**config.mk**
```make
export PLATFORM = sky130hd
export DESIGN_NAME = scroll_tile_mapper
export DESIGN_NICKNAME = d
export VERILOG_FILES = /design/src/rtl/video_pkg.sv /design/src/rtl/sprite_channel.sv /design/src/rtl/scroll_tile_mapper.sv
export SDC_FILE = /design/constraint.sdc
export NUM_CORES = 1
export LEC_CHECK = 0
export ABC_AREA = 1
export CAP_MARGIN = 30
export CELL_PAD_IN_SITES_DETAIL_PLACEMENT = 0
export CELL_PAD_IN_SITES_GLOBAL_PLACEMENT = 1
export CORE_MARGIN = 3
export CORE_UTILIZATION = 35
export DETAILED_ROUTE_END_ITERATION = 10
export GPL_TIMING_DRIVEN = 0
export PLACE_DENSITY_LB_ADDON = 0.1
export SYNTH_ARGS = -nofsm -noshare
export SYNTH_HDL_FRONTEND = slang
export SYNTH_SLANG_ARGS = --single-unit
```
**constraint.sdc**
```tcl
create_clock -name Clk -period 5.54 [get_ports Clk]
set_input_delay 1.108 -clock Clk [delete_from_list [all_inputs] [get_ports Clk]]
set_output_delay 1.108 -clock Clk [all_outputs]
set_load 0.02 [all_outputs]
```
**src/rtl/video_pkg.sv**
```systemverilog
// video_pkg: shared video types and constants for the tile/sprite mapper.
//   rgb_t           - 24-bit packed RGB pixel
//   TILE_SHIFT      - log2 of the tile edge in pixels
//   TILE_PIX        - pixels per tile (16x16)
//   SCREEN_W        - visible screen width in pixels
//   DEFAULT_KEY_RGB - default transparent colour key for sprites
package video_pkg;

  typedef logic [23:0] rgb_t;

  localparam int   TILE_SHIFT      = 4;
  localparam int   TILE_PIX        = 256;
  localparam int   SCREEN_W        = 640;
  localparam rgb_t DEFAULT_KEY_RGB = 24'hEE35FF;

endpackage

```
**src/rtl/sprite_channel.sv**
```systemverilog
// sprite_channel: one sprite lane of the mapper pipeline.
//   S0 (pix_en_i): hit test against the sprite box, mirror, ROM address.
//   S1 (pix_en_i): capture the sprite ROM pixel returned for that address.
// Ports:
//   clk_i, rst_ni        - clock, async active-low reset
//   pix_en_i             - pixel strobe
//   en_i, mirror_i       - channel enable, horizontal flip
//   draw_x_i, draw_y_i   - current screen pixel
//   spr_x_i, spr_y_i     - sprite top-left on screen
//   rom_data_i           - sprite ROM pixel (1 clk after rom_addr_o)
//   rom_addr_o           - sprite ROM address (S0 register)
//   hit_o                - S0 hit flag
//   data_o               - S1 captured sprite pixel
module sprite_channel
  import video_pkg::*;
#(
  parameter int SPR_SIZE = 16
) (
  input  logic       clk_i,
  input  logic       rst_ni,
  input  logic       pix_en_i,
  input  logic       en_i,
  input  logic       mirror_i,
  input  logic [9:0] draw_x_i,
  input  logic [9:0] draw_y_i,
  input  logic [9:0] spr_x_i,
  input  logic [9:0] spr_y_i,
  input  rgb_t       rom_data_i,
  output logic [7:0] rom_addr_o,
  output logic       hit_o,
  output rgb_t       data_o
);

  localparam int SW = $clog2(SPR_SIZE);

  logic [10:0]   x_end_s;
  logic [10:0]   y_end_s;
  logic [SW-1:0] sx_s;
  logic [SW-1:0] sy_s;
  logic [SW-1:0] col_s;
  logic          hit_d;
  logic [7:0]    addr_d;

  logic [7:0]    addr_q;
  logic          hit_q;
  rgb_t          data_q;

  // Hit test and ROM address; box ends are 11 bits so sprites near the
  // right/bottom edge clip instead of wrapping.
  always_comb begin
    x_end_s = {1'b0, spr_x_i} + 11'(SPR_SIZE);
    y_end_s = {1'b0, spr_y_i} + 11'(SPR_SIZE);
    sx_s    = SW'(draw_x_i - spr_x_i);
    sy_s    = SW'(draw_y_i - spr_y_i);
    hit_d   = en_i
            && (draw_x_i >= spr_x_i) && ({1'b0, draw_x_i} < x_end_s)
            && (draw_y_i >= spr_y_i) && ({1'b0, draw_y_i} < y_end_s);
    if (mirror_i) begin
      col_s = SW'(SPR_SIZE - 1) - sx_s;
    end else begin
      col_s = sx_s;
    end
    addr_d = 8'({sy_s, col_s});
  end

  // S0 address/hit and S1 data registers, advanced on the pixel strobe.
  always_ff @(posedge clk_i or negedge rst_ni) begin
    if (!rst_ni) begin
      addr_q <= 8'd0;
      hit_q  <= 1'b0;
      data_q <= 24'd0;
    end else if (pix_en_i) begin
      addr_q <= addr_d;
      hit_q  <= hit_d;
      data_q <= rom_data_i;
    end
  end

  assign rom_addr_o = addr_q;
  assign hit_o      = hit_q;
  assign data_o     = data_q;

endmodule

```
**src/rtl/scroll_tile_mapper.sv**
```systemverilog
// scroll_tile_mapper: scrolling 16x16-tile background plus NUM_SPR keyed,
// mirrorable sprites, composed through a 3-strobe registered pipeline.
// Ports:
//   Clk, Reset_n            - clock, async active-low reset
//   pix_en                  - pixel strobe (pipeline advance)
//   frame_start             - one-clock pulse at start of vertical blank
//   DrawX, DrawY, blank     - VGA timing inputs (blank=1 is active video)
//   scroll_en               - allow sprite 0 to push the scroll
//   spr_en, spr_mirror      - per-sprite enable / horizontal flip
//   spr_x, spr_y            - packed sprite positions, 10 bits per channel
//   map_addr / map_data     - world map ROM (1 clk latency)
//   tile_addr / tile_data   - tile pixel ROM (1 clk latency)
//   spr_rom_addr / _data    - per-sprite ROMs (1 clk latency)
//   scroll_x                - world X offset, 0..WORLD_W-1
//   Red, Green, Blue        - registered pixel output
module scroll_tile_mapper
  import video_pkg::*;
#(
  parameter int   NUM_SPR         = 2,
  parameter int   SPR_SIZE        = 16,
  parameter int   MAP_COLS        = 40,
  parameter int   ANIM_TILE       = 6,
  parameter int   ANIM_FRAMES     = 3,
  parameter int   ANIM_STRIDE     = 2,
  parameter int   ANIM_PERIOD     = 21,
  parameter int   SCROLL_THRESH   = 240,
  parameter int   SCROLL_MAX_STEP = 8,
  parameter rgb_t KEY_RGB         = DEFAULT_KEY_RGB
) (
  input  logic                  Clk,
  input  logic                  Reset_n,
  input  logic                  pix_en,
  input  logic                  frame_start,
  input  logic [9:0]            DrawX,
  input  logic [9:0]            DrawY,
  input  logic                  blank,
  input  logic                  scroll_en,
  input  logic [NUM_SPR-1:0]    spr_en,
  input  logic [NUM_SPR-1:0]    spr_mirror,
  input  logic [NUM_SPR*10-1:0] spr_x,
  input  logic [NUM_SPR*10-1:0] spr_y,
  output logic [10:0]           map_addr,
  input  logic [4:0]            map_data,
  output logic [12:0]           tile_addr,
  input  logic [23:0]           tile_data,
  output logic [NUM_SPR*8-1:0]  spr_rom_addr,
  input  logic [NUM_SPR*24-1:0] spr_rom_data,
  output logic [9:0]            scroll_x,
  output logic [7:0]            Red,
  output logic [7:0]            Green,
  output logic [7:0]            Blue
);

  localparam int          WORLD_W   = MAP_COLS * 16;
  localparam logic [10:0] WORLD_W_L = 11'(WORLD_W);
  localparam int          CNT_W     = (ANIM_PERIOD > 1) ? $clog2(ANIM_PERIOD) : 1;
  localparam int          PH_W      = (ANIM_FRAMES > 1) ? $clog2(ANIM_FRAMES) : 1;

  // Frame-rate state
  logic [9:0]       scroll_q, scroll_d;
  logic [CNT_W-1:0] cnt_q, cnt_d;
  logic [PH_W-1:0]  phase_q, phase_d;
  logic [9:0]       push_s;
  logic [9:0]       step_s;
  logic [10:0]      scroll_sum_s;

  // Pixel pipeline state
  logic [10:0]        wx_sum_s;
  logic [9:0]         wx_s;
  logic [10:0]        map_addr_q, map_addr_d;
  logic [3:0]         col_q, row_q;
  logic               blank_s0_q, blank_s1_q;
  logic [NUM_SPR-1:0] hit_s0_s, hit_s1_q;
  logic [4:0]         tile_s;
  logic [12:0]        tile_addr_q, tile_addr_d;
  rgb_t               spr_data_s [NUM_SPR];
  rgb_t               rgb_q, rgb_d;

  for (genvar g = 0; g < NUM_SPR; g++) begin : g_spr
    sprite_channel #(.SPR_SIZE(SPR_SIZE)) u_chan (
      .clk_i      (Clk),
      .rst_ni     (Reset_n),
      .pix_en_i   (pix_en),
      .en_i       (spr_en[g]),
      .mirror_i   (spr_mirror[g]),
      .draw_x_i   (DrawX),
      .draw_y_i   (DrawY),
      .spr_x_i    (spr_x[10*g +: 10]),
      .spr_y_i    (spr_y[10*g +: 10]),
      .rom_data_i (spr_rom_data[24*g +: 24]),
      .rom_addr_o (spr_rom_addr[8*g +: 8]),
      .hit_o      (hit_s0_s[g]),
      .data_o     (spr_data_s[g])
    );
  end

  // Scroll advance: sprite 0 past the threshold pushes the world, step capped.
  always_comb begin
    scroll_d     = scroll_q;
    push_s       = 10'd0;
    step_s       = 10'd0;
    scroll_sum_s = 11'd0;
    if (frame_start && scroll_en && (spr_x[9:0] > 10'(SCROLL_THRESH))) begin
      push_s = spr_x[9:0] - 10'(SCROLL_THRESH);
      if (push_s > 10'(SCROLL_MAX_STEP)) begin
        step_s = 10'(SCROLL_MAX_STEP);
      end else begin
        step_s = push_s;
      end
      scroll_sum_s = {1'b0, scroll_q} + {1'b0, step_s};
      if (scroll_sum_s >= WORLD_W_L) begin
        scroll_d = 10'(scroll_sum_s - WORLD_W_L);
      end else begin
        scroll_d = scroll_sum_s[9:0];
      end
    end else begin
      scroll_d = scroll_q;
    end
  end

  // Animation period counter and phase, stepped once per frame.
  always_comb begin
    cnt_d   = cnt_q;
    phase_d = phase_q;
    if (frame_start) begin
      if (cnt_q == CNT_W'(ANIM_PERIOD - 1)) begin
        cnt_d = '0;
        if (phase_q == PH_W'(ANIM_FRAMES - 1)) begin
          phase_d = '0;
        end else begin
          phase_d = phase_q + PH_W'(1);
        end
      end else begin
        cnt_d = cnt_q + CNT_W'(1);
      end
    end else begin
      cnt_d = cnt_q;
    end
  end

  // S0/S1 address generation; frame-rate state is only read here, so a
  // coincident frame_start still addresses this pixel with the old scroll.
  always_comb begin
    wx_sum_s = {1'b0, DrawX} + {1'b0, scroll_q};
    if (wx_sum_s >= WORLD_W_L) begin
      wx_s = 10'(wx_sum_s - WORLD_W_L);
    end else begin
      wx_s = wx_sum_s[9:0];
    end
    map_addr_d = 11'(wx_s[9:4]) + 11'(DrawY[9:4]) * 11'(MAP_COLS);
    if (map_data == 5'(ANIM_TILE)) begin
      tile_s = 5'(ANIM_TILE) + 5'(ANIM_STRIDE) * 5'(phase_q);
    end else begin
      tile_s = map_data;
    end
    tile_addr_d = {tile_s, row_q, col_q};
  end

  // Compose: lowest-index opaque sprite wins, else background; blank forces 0.
  always_comb begin
    rgb_d = tile_data;
    for (int i = NUM_SPR - 1; i >= 0; i--) begin
      if (hit_s1_q[i] && (spr_data_s[i] != KEY_RGB)) begin
        rgb_d = spr_data_s[i];
      end else begin
        rgb_d = rgb_d;
      end
    end
    if (!blank_s1_q) begin
      rgb_d = 24'd0;
    end else begin
      rgb_d = rgb_d;
    end
  end

  // Frame-rate registers.
  always_ff @(posedge Clk or negedge Reset_n) begin
    if (!Reset_n) begin
      scroll_q <= 10'd0;
      cnt_q    <= '0;
      phase_q  <= '0;
    end else begin
      scroll_q <= scroll_d;
      cnt_q    <= cnt_d;
      phase_q  <= phase_d;
    end
  end

  // Pixel pipeline registers, advanced only on the strobe.
  always_ff @(posedge Clk or negedge Reset_n) begin
    if (!Reset_n) begin
      map_addr_q  <= 11'd0;
      col_q       <= 4'd0;
      row_q       <= 4'd0;
      blank_s0_q  <= 1'b0;
      blank_s1_q  <= 1'b0;
      hit_s1_q    <= '0;
      tile_addr_q <= 13'd0;
      rgb_q       <= 24'd0;
    end else if (pix_en) begin
      map_addr_q  <= map_addr_d;
      col_q       <= wx_s[3:0];
      row_q       <= DrawY[3:0];
      blank_s0_q  <= blank;
      blank_s1_q  <= blank_s0_q;
      hit_s1_q    <= hit_s0_s;
      tile_addr_q <= tile_addr_d;
      rgb_q       <= rgb_d;
    end
  end

  assign map_addr  = map_addr_q;
  assign tile_addr = tile_addr_q;
  assign scroll_x  = scroll_q;
  assign Red       = rgb_q[23:16];
  assign Green     = rgb_q[15:8];
  assign Blue      = rgb_q[7:0];

endmodule
```
==> results of run 1 <==
-- cell usage after synthesis (2+ instances only) --
cell	instances
o2111ai_1	2
nor2_4	2
inv_2	3
or2_2	3
o21bai_1	4
nor4_1	8
nand3b_1	5
nand2_2	6
nor3b_1	3
buf_6	2
dfrtp_1	143
a31oi_1	5
nand4_1	26
fa_1	8
clkbuf_1	28
a211oi_1	7
nor2_2	2
ha_1	107
xor2_1	32
a21oi_1	40
inv_1	155
o21ai_1	22
buf_2	5
nor2_1	87
nand3_2	2
xnor2_1	11
nand3_1	45
o21ai_0	136
buf_1	2
o21a_1	3
nand2_1	399
a21oi_2	2
nor3_1	10
-- routing by layer --
metal  vias to the layer above  track usage
li1                       4793            -
met1                      4179        0.284
met5                         -            0
met4                         2       0.0369
met2                       195        0.341
met3                        19       0.0372
-- stage by stage --
| step | power [W] | setup WS, ps | instances | instance area, um2 | setup TNS [ps] |
|---|---|---|---|---|---|
| global placement | 0.00324 | -3010 | 1924 | 12600 | -427200 |
| global route | 0.00479 | 446 | 1957 | 13300 | 0 |
| finish | 0.00444 | 861 | 1957 | 13300 | 0 |
| floorplan | 0.00253 | 1570 | 1328 | 9960 | 0 |
| detailed placement | 0.00325 | 424 | 1925 | 12600 | 0 |
| CTS | 0.00449 | 854 | 1957 | 13300 | 0 |
-- worst reg2reg max path: stages, from the launching register on --
cell      delay, ps
dfrtp_1         430
ha_1            230
inv_1            70
fa_1            410
nand3b_1        200
a21oi_1         180
o21bai_1        100
nand2_1          80
nand2_1          50
nand2_1         110
inv_1            60
ha_1            190
inv_1            60
nand3_1          90
nand2_1          70
inv_1            60
nand2_1          80
nand2_1          50
nand2_1          60
ha_1            190
fa_1            200
nand2_1          70
a21oi_1         220
nand3_1         130
xor2_1          180
o21ai_0         160
-- worst max path at each step --
stage / startpoint / depth (start not counted) / end / slack [ps]
floorplan: DrawX[0] / 24 / map_addr[9] / 1570
global placement: Reset_n / 1 / map_addr[9] / -3010
detailed placement: DrawX[1] / 24 / map_addr[10] / 420
CTS: DrawX[1] / 25 / map_addr[9] / 850
global route: DrawX[1] / 25 / map_addr[9] / 450
finish: DrawX[1] / 25 / map_addr[9] / 860
-- flip-flops by register name, summed over array words and instances, names as in the netlist, 5 cells and up --
register                 flops
g_spr.u_chan.rom_addr_o     16
scroll_x                    10
g_spr.u_chan.data_o         48
cnt_q                        5
rgb_q                       24
tile_addr                   13
map_addr                    11
-- cells by family after synthesis --
family | count (synthesis) | synth area share
fa+ha+maj | 115 | 0.151
simple gates | 601 | 0.253
xor+xnor | 44 | 0.0395
flops | 143 | 0.360
other cells | 1 | 0.000377
buf+inv | 196 | 0.0765
compound gates | 225 | 0.121
-- power by group through the flow --
stage | clock network, W | registers [W] | logic [W]
6_report | 0.00121 | 0.00138 | 0.00185
5_1_grt | 0.00129 | 0.00141 | 0.00209
4_1_cts | 0.00124 | 0.00138 | 0.00186
3_5_place_dp | 0 | 0.00140 | 0.00185
3_3_place_gp | 0 | 0.00140 | 0.00183
2_1_floorplan | 0 | 0.00150 | 0.00103
-- cell type report --
class                      instances  area (um2)
clock inverter                    15         191
fill                            2859       14700
clock buffer                      17         425
multi-input combinational        989        5620
inverter                         158         593
buffer                            38         168
sequential                       143        3580
tap                              378         473
timing repair buffer             219        2210
==> flow_summary_export.csv, run 1 <==
group,metric,value,unit
run_status,status,"complete, no violations",
setup_path,crit_family,"adder cells",
route,top_layer_used,"met5",
pwr,clkPwrFrac,0.273,
setup_path,crit_arrival,5030,ps
route,drt_iter0_drc,477,
pwr,switching_share,0.401,
route,num_vias,9188,
logic_synthesis,synth_area_leaders,"dfrtp_1 (36%), nand2_1 (15%), ha_1 (13%), o21ai_0 (6.8%), inv_1 (5.8%)",
pwr,p_per_area,335,nW/um2
setup_path,worst_path_most_repeated_cell,"nand2_1",
floorplanning,row_count,61,
setup_path,critPathKind,"in -> reg",
setup_path,critPathMaxFanout,6,
clocking,cts_made_buffers,17,
setup_path,rr_startpoint,"scroll_x[0]",
logic_synthesis,synthCells,1325,
final_layout,nets,1828,
flow_run,cap_violations,0,
global_routing,grt_usage,0.205,
logic_synthesis,avgSynthCellArea,7.51,um2
sta,tightest_slew,815,ps
min_path,hold_path_depth,1,
floorplanning,core_area,27900,um2
clocking,cts_sinks,143,
route,met3_length,1310,um
final_layout,final_cell_mix,"nand2_1 (399), clkdlybuf4s50_1 (217), inv_1 (155), dfrtp_1 (143), o21ai_0 (136)",
floorplanning,dieArea,30500,um2
clocking,postCtsHoldBufs,0,
logic_synthesis,yosys_warnings,0,
pwr,pwr-share-seq,0.311,
global_routing,grt_pass1_vias,9227,
setup_path,end_kind,"flop",
final_layout,n_antenna_cell,0,
setup_path,crit_buf_inv,5,
placement,gp_congestion,0.847,
clocking,path_clk_slew,70,ps
setup_path,slowest_stage,"clkdlybuf4s50_1",
clocking,cts_resized,0,
sta,skew,22.1,ps
route,drc_errors,0,
clocking,insertion_delay,430,ps
setup_path,r2r_cells,25,
logic_synthesis,synthesis.area,9950,um2
pwr,switchingPower,0.00178,W
logic_synthesis,synth_top_flop_cell,"dfrtp_1",
final_layout,area_growth,33.3,%
route,detail_route.vias_per_cell,4.69,
pwr,p_leak,6.48,nW
placement,dp_hpwl,24900,um
sta,setup_viol,0,
global_routing,grt_max_degree,76,
sta,rsz0062_at_grt,"false",
clocking,htree_levels,4,
sta,slew_headroom,0.456,
sta,fmax,214,MHz
logic_synthesis,synth_top_area_frac,0.360,
global_routing,grt_pass1_wl,49800,um
final_layout,finish.utilization,0.475,
min_path,min_from,"cnt_q[4]",
route,wl,31100,um
clocking,postCtsSetupBuffers,0,
logic_synthesis,yosysTopAreaCell,"dfrtp_1",
global_routing,overflow,0,
setup_path,worstSetupStartpointType,"input port",
floorplanning,dieWidth,175,um
pwr,peakVddDrop,0.220,mV
sta,maxSlewViolCount,0,
route,postRouteAntennaNets,0,
setup_path,max_stage_delay,730,ps
route,met1_length,15000,um
sta,min_period,4680,ps
logic_synthesis,ys_seq_area_frac,0.360,
final_layout,final_common_cell,"nand2_1",
pwr,power_frac_comb,0.416,
setup_path,r2r_slack,1740,ps
min_path,min_to,"cnt_q[4]",
route,route.met2.wl,14500,um
pwr,p_int,0.00266,W
floorplanning,start_util,0.356,
logic_synthesis,synth_edf_count,0,
route,first_pass_iters,5,
clocking,clock_path_buffers,2,
placement,port_buffers,218,
clocking,clockRootBuffer,"clkbuf_16",
setup_path,cp.required,5890,ps
global_routing,antenna_found_initial,1,
floorplanning,die_y,175,um
final_layout,drive_gt1_frac,0.0418,
logic_synthesis,ys_seq_elements,143,
min_path,hp-class,"reg -> reg",
setup_path,r2r_end,"map_addr[9]",
clocking,cts_tree,"done",
sta,holdWs,467,ps
route,wire_per_inst,15.9,um
sta,hold_viol,0,
floorplanning,pin_count,221,
logic_synthesis,async_flop_share,1.00,
logic_synthesis,yosysUniqueCellTypes,43,
sta,fin_crit_sh,0.845,
Note: power is estimated with default switching activity, not from simulation.
==> inputs of run 2 (changes only) <==
==> constraint.sdc (replaced) <==
create_clock -name Clk -period 4.5 [get_ports Clk]
set_input_delay 0.9 -clock Clk [delete_from_list [all_inputs] [get_ports Clk]]
set_output_delay 0.9 -clock Clk [all_outputs]
set_load 0.02 [all_outputs]
==> run 2 against run 1 <==
Effect of this change: critical path depth shrank 1; clock-buffer cell count is the same; via count shrank 0.16%; sequential share of layout area shrank 0.076 points; global-route usage is the same; clock skew shrank 0.73 ps; die area is the same; total power grew 23%; utilization grew 0.13 points; flip-flop and latch count is the same; critical endpoint unchanged; largest cell class unchanged.
==> flow_summary_export.csv, run 2 (synthesis gave the netlist of run 1 again) <==
group,metric,value,unit
run_status,status,"complete, no violations",
setup_path,critPathKind,"in -> reg",
route,detail_route.vias_per_cell,4.69,
final_layout,final_common_cell,"nand2_1",
clocking,clock_path_buffers,2,
setup_path,worstSetupStartpointType,"input port",
placement,gp_congestion,0.847,
route,wl,31200,um
route,drt_iter0_drc,460,
sta,maxSlewViolCount,0,
setup_path,end_kind,"flop",
setup_path,crit_arrival,4420,ps
sta,hold_viol,0,
sta,min_period,4120,ps
global_routing,grt_pass1_vias,9227,
clocking,clockRootBuffer,"clkbuf_16",
global_routing,grt_pass1_wl,49800,um
sta,rsz0062_at_grt,"false",
floorplanning,dieArea,30500,um2
final_layout,drive_gt1_frac,0.0475,
floorplanning,dieWidth,175,um
pwr,peakVddDrop,0.270,mV
setup_path,slowest_stage,"clkdlybuf4s50_1",
final_layout,finish.utilization,0.476,
final_layout,largest_reg_flops,48,
final_layout,final_cell_mix,"nand2_1 (399), clkdlybuf4s50_1 (214), inv_1 (154), dfrtp_1 (143), o21ai_0 (135)",
final_layout,nets,1828,
final_layout,n_antenna_cell,0,
global_routing,overflow,0,
route,num_vias,9173,
route,first_pass_iters,5,
setup_path,worst_path_most_repeated_cell,"nand2_1",
placement,port_buffers,218,
clocking,cts_made_buffers,17,
placement,dp_hpwl,24900,um
final_layout,nFillCells,2862,
sta,setup_viol,0,
clocking,postCtsSetupBuffers,0,
pwr,finalPower,0.00548,W
sta,layout_setup_ws,382,ps
clocking,path_clk_slew,80,ps
sta,slew_headroom,0.450,
route,wire_per_inst,15.9,um
pwr,p_leak,6.51,nW
floorplanning,row_count,61,
setup_path,worstPathCellList,"clkdlybuf4s50_1 -> ha_1 -> a21oi_2 -> a21oi_2 -> o21bai_1 -> nand2_1 -> nand2_1 -> nand2_1 -> inv_1 -> ha_1 -> inv_1 -> nand3_1 -> nand2_1 -> inv_1 -> nand2_1 -> nand2_1 -> nand2_1 -> ha_1 -> fa_1 -> nand2_1 -> a21oi_2 -> nand3_1 -> xor2_1 -> o21ai_1",
global_routing,grt_max_degree,76,
setup_path,r2r_end,"map_addr[9]",
floorplanning,start_util,0.356,
final_layout,area_growth,33.7,%
sta,fmax,243,MHz
global_routing,grt_usage,0.205,
floorplanning,pin_count,221,
floorplanning,die_y,175,um
sta,skew,21.3,ps
setup_path,r2r_cells,24,
floorplanning,core_area,27900,um2
sta,fin_crit_sh,0.915,
global_routing,antenna_found_initial,1,
placement,pre_cts_slack,-408,ps
clocking,htree_levels,4,
min_path,hp-class,"in -> async",
sta,fin_tns_setup,0,ps
sta,tightest_slew,825,ps
route,postRouteAntennaNets,0,
setup_path,max_stage_delay,530,ps
setup_path,rr_startpoint,"scroll_x[0]",
clocking,cts_sinks,143,
setup_path,cp.required,4800,ps
flow_run,cap_violations,0,
route,drc_errors,0,
setup_path,critPathMaxFanout,5,
pwr,p_per_area,412,nW/um2
clocking,insertion_delay,430,ps
setup_path,r2r_slack,790,ps
clocking,cts_tree,"done",
==> run 2: repair_timing <==
action                                  in CTS  in global routing
resized for setup                            0                 13
endpoints found under the setup margin       0                  6
endpoints found under the hold margin        0                  0
hold buffers                                 0                  0
==> run 2: layout make-up <==
cell class | count | area (um2) | area share
flip-flops and latches | 143 | 3580 | 0.269
multi-input cells | 989 | 5650 | 0.425
repair buffers | 219 | 2220 | 0.167
clock buffers | 17 | 425 | 0.0320
plain buffers | 38 | 168 | 0.0126
inverters | 158 | 593 | 0.0446
well taps | 378 | 473 | 0.0356
clock inverters | 15 | 191 | 0.0144
==> run 2: layer usage <==
metal	track usage	vias up	share of wire
met2	0.341	163	0.47
met1	0.284	4203	0.49
met4	0.0369	2	0.0094
li1	-	4789	-
met5	0	-	0.00042
met3	0.0372	16	0.037
==> run 2: per-stage QoR <==
stage	area, um2	hold slack, ps	cells
floorplan	9960	433	1328
global placement	12600	451	1924
detailed placement	12600	457	1925
CTS	13300	469	1957
global route	13300	496	1957
finish	13300	467	1957
==> run 2: worst max-delay path by stage <==
stage | depth (start not counted) | from | endpoint | slack (ps)
floorplan | 24 | DrawX[0] | map_addr[9] | 730
global placement | 1 | Reset_n | map_addr[9] | -3840
detailed placement | 24 | DrawX[1] | map_addr[10] | -410
CTS | 25 | DrawX[1] | map_addr[9] | 20
global route | 27 | spr_x[5] | scroll_x[7] | 30
finish | 24 | DrawX[3] | map_addr[9] | 380
==> run 2: report_power, final <==
part	total (W)	switching [W]	internal, W
registers	0.00170	0.000185	0.00151
clock network	0.00149	0.000688	0.000804
logic	0.00229	0.00133	0.000960
total	0.00548	0.00220	0.00328
==> run 2: worst max-delay path, delay by kind of cell <==
family	cells	cell delay (ps)
simple gates	10	780
xor+xnor	1	160
fa+ha+maj	4	1200
buf+inv	4	740
compound gates	5	650
==> inputs of run 3 (changes only) <==
--- a/config.mk
+++ b/config.mk
@@ -12,6 +12,8 @@
 export CORE_MARGIN = 3
 export CORE_UTILIZATION = 35
 export DETAILED_ROUTE_END_ITERATION = 10
+export DONT_BUFFER_PORTS = 1
+export GPL_ROUTABILITY_DRIVEN = 0
 export GPL_TIMING_DRIVEN = 0
 export PLACE_DENSITY_LB_ADDON = 0.1
 export SYNTH_ARGS = -nofsm -noshare
==> constraint.sdc (replaced) <==
create_clock -name Clk -period 4.5 [get_ports Clk]
set_input_delay 1.125 -clock Clk [delete_from_list [all_inputs] [get_ports Clk]]
set_output_delay 1.125 -clock Clk [all_outputs]
set_load 0.02 [all_outputs]
==> run 3 against run 2 <==
Effect of this change: global-route usage is 0.62 points lower; final area is 17% lower; non-clock buffer count is 219 lower; register-to-register slack worse by 230 ps; worst setup slack better by 110 ps; clock-buffer cell count stayed put; flip-flop and latch count stayed put; via count is 7.9% lower; total power is 8.3% lower; cell count is 11% lower; sequential share of layout area is 5.5 points higher; maximum frequency is 2.8% higher; critical endpoint is now map_addr[10]; largest power group is now registers.
==> flow_summary_export.csv, run 3 (synthesis gave the netlist of run 1 again) <==
group,metric,value,unit
setup_path,max_stage_delay,410,ps
route,wl,30300,um
global_routing,grt_max_degree,144,
setup_path,critPathMaxFanout,4,
clocking,cts_tree,"done",
global_routing,grt_pass1_wl,47700,um
sta,slew_headroom,0.510,
setup_path,cp.required,4780,ps
clocking,htree_levels,4,
setup_path,end_kind,"flop",
final_layout,area_growth,11.0,%
placement,port_buffers,0,
sta,fin_tns_setup,0,ps
placement,dp_hpwl,24500,um
setup_path,critPathLaunch,"DrawX[0]",
global_routing,grt_usage,0.199,
pwr,switching_share,0.409,
clocking,insertion_delay,420,ps
route,drc_errors,0,
final_layout,final_common_cell,"nand2_1",
global_routing,overflow,0,
setup_path,worstPathCellList,"ha_1 -> inv_1 -> fa_1 -> nand3b_1 -> a21oi_1 -> o21bai_1 -> nand2_1 -> nand2_1 -> nand2_1 -> inv_1 -> ha_1 -> inv_1 -> nand3_1 -> nand2_1 -> inv_1 -> ha_1 -> nand2_1 -> nand2_1 -> a31oi_1 -> nor2_1 -> nand4_1 -> xor2_1 -> o21ai_0",
sta,maxSlewViolCount,0,
pwr,peakVddDrop,0.298,mV
setup_path,r2r_slack,560,ps
sta,hold_viol,0,
sta,fin_crit_sh,0.890,
floorplanning,dieArea,30500,um2
global_routing,grt_pass1_vias,8506,
setup_path,rr_startpoint,"scroll_x[0]",
setup_path,crit_family,"adder cells",
route,postRouteAntennaNets,0,
pwr,clkPwrFrac,0.301,
pwr,p_leak,5.64,nW
clocking,postCtsSetupBuffers,0,
setup_path,crit_buf_inv,4,
setup_path,crit_arrival,4290,ps
clocking,cts_sinks,143,
route,detail_route.vias_per_cell,4.86,
clocking,clock_path_buffers,2,
final_layout,largest_reg_flops,48,
sta,skew,13.5,ps
floorplanning,start_util,0.356,
setup_path,r2r_end,"map_addr[10]",
sta,fmax,250,MHz
floorplanning,core_area,27900,um2
flow_run,cap_violations,0,
clocking,postCtsHoldBufs,0,
setup_path,r2r_cells,23,
global_routing,antenna_found_initial,0,
final_layout,finish.utilization,0.395,
pwr,pwr-share-seq,0.383,
floorplanning,row_count,61,
route,num_vias,8448,
clocking,path_clk_slew,70,ps
sta,min_period,4010,ps
floorplanning,die_y,175,um
pwr,p_int,0.00297,W
run_status,status,"complete, no violations",
final_layout,final_cell_count_no_fill,1738,
setup_path,slowest_stage,"fa_1",
clocking,cts_made_buffers,17,
pwr,switchingPower,0.00205,W
setup_path,worst_path_most_repeated_cell,"nand2_1",
pwr,power_frac_comb,0.317,
clocking,clockRootBuffer,"clkbuf_16",
floorplanning,dieWidth,175,um
final_layout,drive_gt1_frac,0.0471,
route,drt_iter0_drc,433,
pwr,p_per_area,455,nW/um2
sta,rsz0062_at_grt,"false",
final_layout,nets,1609,
placement,place_inst,1706,
route,first_pass_iters,5,
sta,tightest_slew,735,ps
final_layout,final_cell_mix,"nand2_1 (399), inv_1 (155), dfrtp_1 (143), o21ai_0 (136), ha_1 (107)",
min_path,hp-class,"in -> async",
setup_path,critPathKind,"in -> reg",
clocking,cts_resized,0,
final_layout,n_antenna_cell,0,
sta,setup_viol,0,
route,wire_per_inst,17.4,um
floorplanning,pin_count,221,
setup_path,worstSetupStartpointType,"input port",
## run 3: cell count changes in the layout (fill, tap and decap cells not counted), moves of 2 or more
cell             delta
clkinv_4            +2
a21oi_1             +2
clkdlybuf4s50_1   -214
ha_1                +2
ha_2                -2
clkinv_8            -3
a21oi_2             -2
dlymetal6s2s_1      -3
## run 3: stage by stage
step / cell area, um2 / worst slack, ps / total power [W] / hold WS (ps)
after floorplan: 9960 / 508 / 0.00311 / 433
after global placement: 10400 / 62.1 / 0.00355 / 454
after detailed placement: 10400 / 93.3 / 0.00355 / 455
after CTS: 11000 / 528 / 0.00509 / 368
after global routing: 11000 / 109 / 0.00543 / 364
final: 11000 / 493 / 0.00502 / 389
## run 3: per-layer routing
metal / up-vias / wire, um / track usage
li1: 4348 / - / -
met2: 165 / 14200 / 0.332
met1: 3922 / 14300 / 0.266
met3: 13 / 1650 / 0.0491
met5: - / 0 / 0
met4: 0 / 189 / 0.0346
## run 3: power groups by stage
stage / Combinational, W / Clock (W) / Sequential [W]
final: 0.00159 / 0.00151 / 0.00192
after global routing: 0.00188 / 0.00160 / 0.00196
after CTS: 0.00161 / 0.00154 / 0.00193
after detailed placement: 0.00160 / 0 / 0.00196
after global placement: 0.00159 / 0 / 0.00196
after floorplan: 0.00127 / 0 / 0.00184
## run 3: worst max-delay path by stage
stage / end / cells past startpoint
floorplan: map_addr[9] / 24
global placement: map_addr[9] / 24
detailed placement: map_addr[9] / 24
CTS: map_addr[9] / 24
global route: map_addr[9] / 25
finish: map_addr[10] / 23
## run 3: final cells by class
class / count / area (um2)
clock buffers: 17 / 425
inverters: 158 / 593
plain buffers: 38 / 168
clock inverters: 15 / 188
flip-flops and latches: 143 / 3580
multi-input cells: 989 / 5620
well taps: 378 / 473
fillers: 3030 / 16900
## run 3: worst reg2reg max path: stages (launching register included)
cell	delay, ps
dfrtp_1	550
ha_1	280
inv_1	70
fa_1	410
nand3b_1	190
a21oi_1	160
o21bai_1	90
nand2_1	70
nand2_1	40
nand2_1	100
inv_1	50
ha_1	190
inv_1	50
nand3_1	90
nand2_1	90
inv_1	50
ha_1	330
nand2_1	80
nand2_1	40
a31oi_1	260
nor2_1	110
nand4_1	110
xor2_1	270
o21ai_0	120
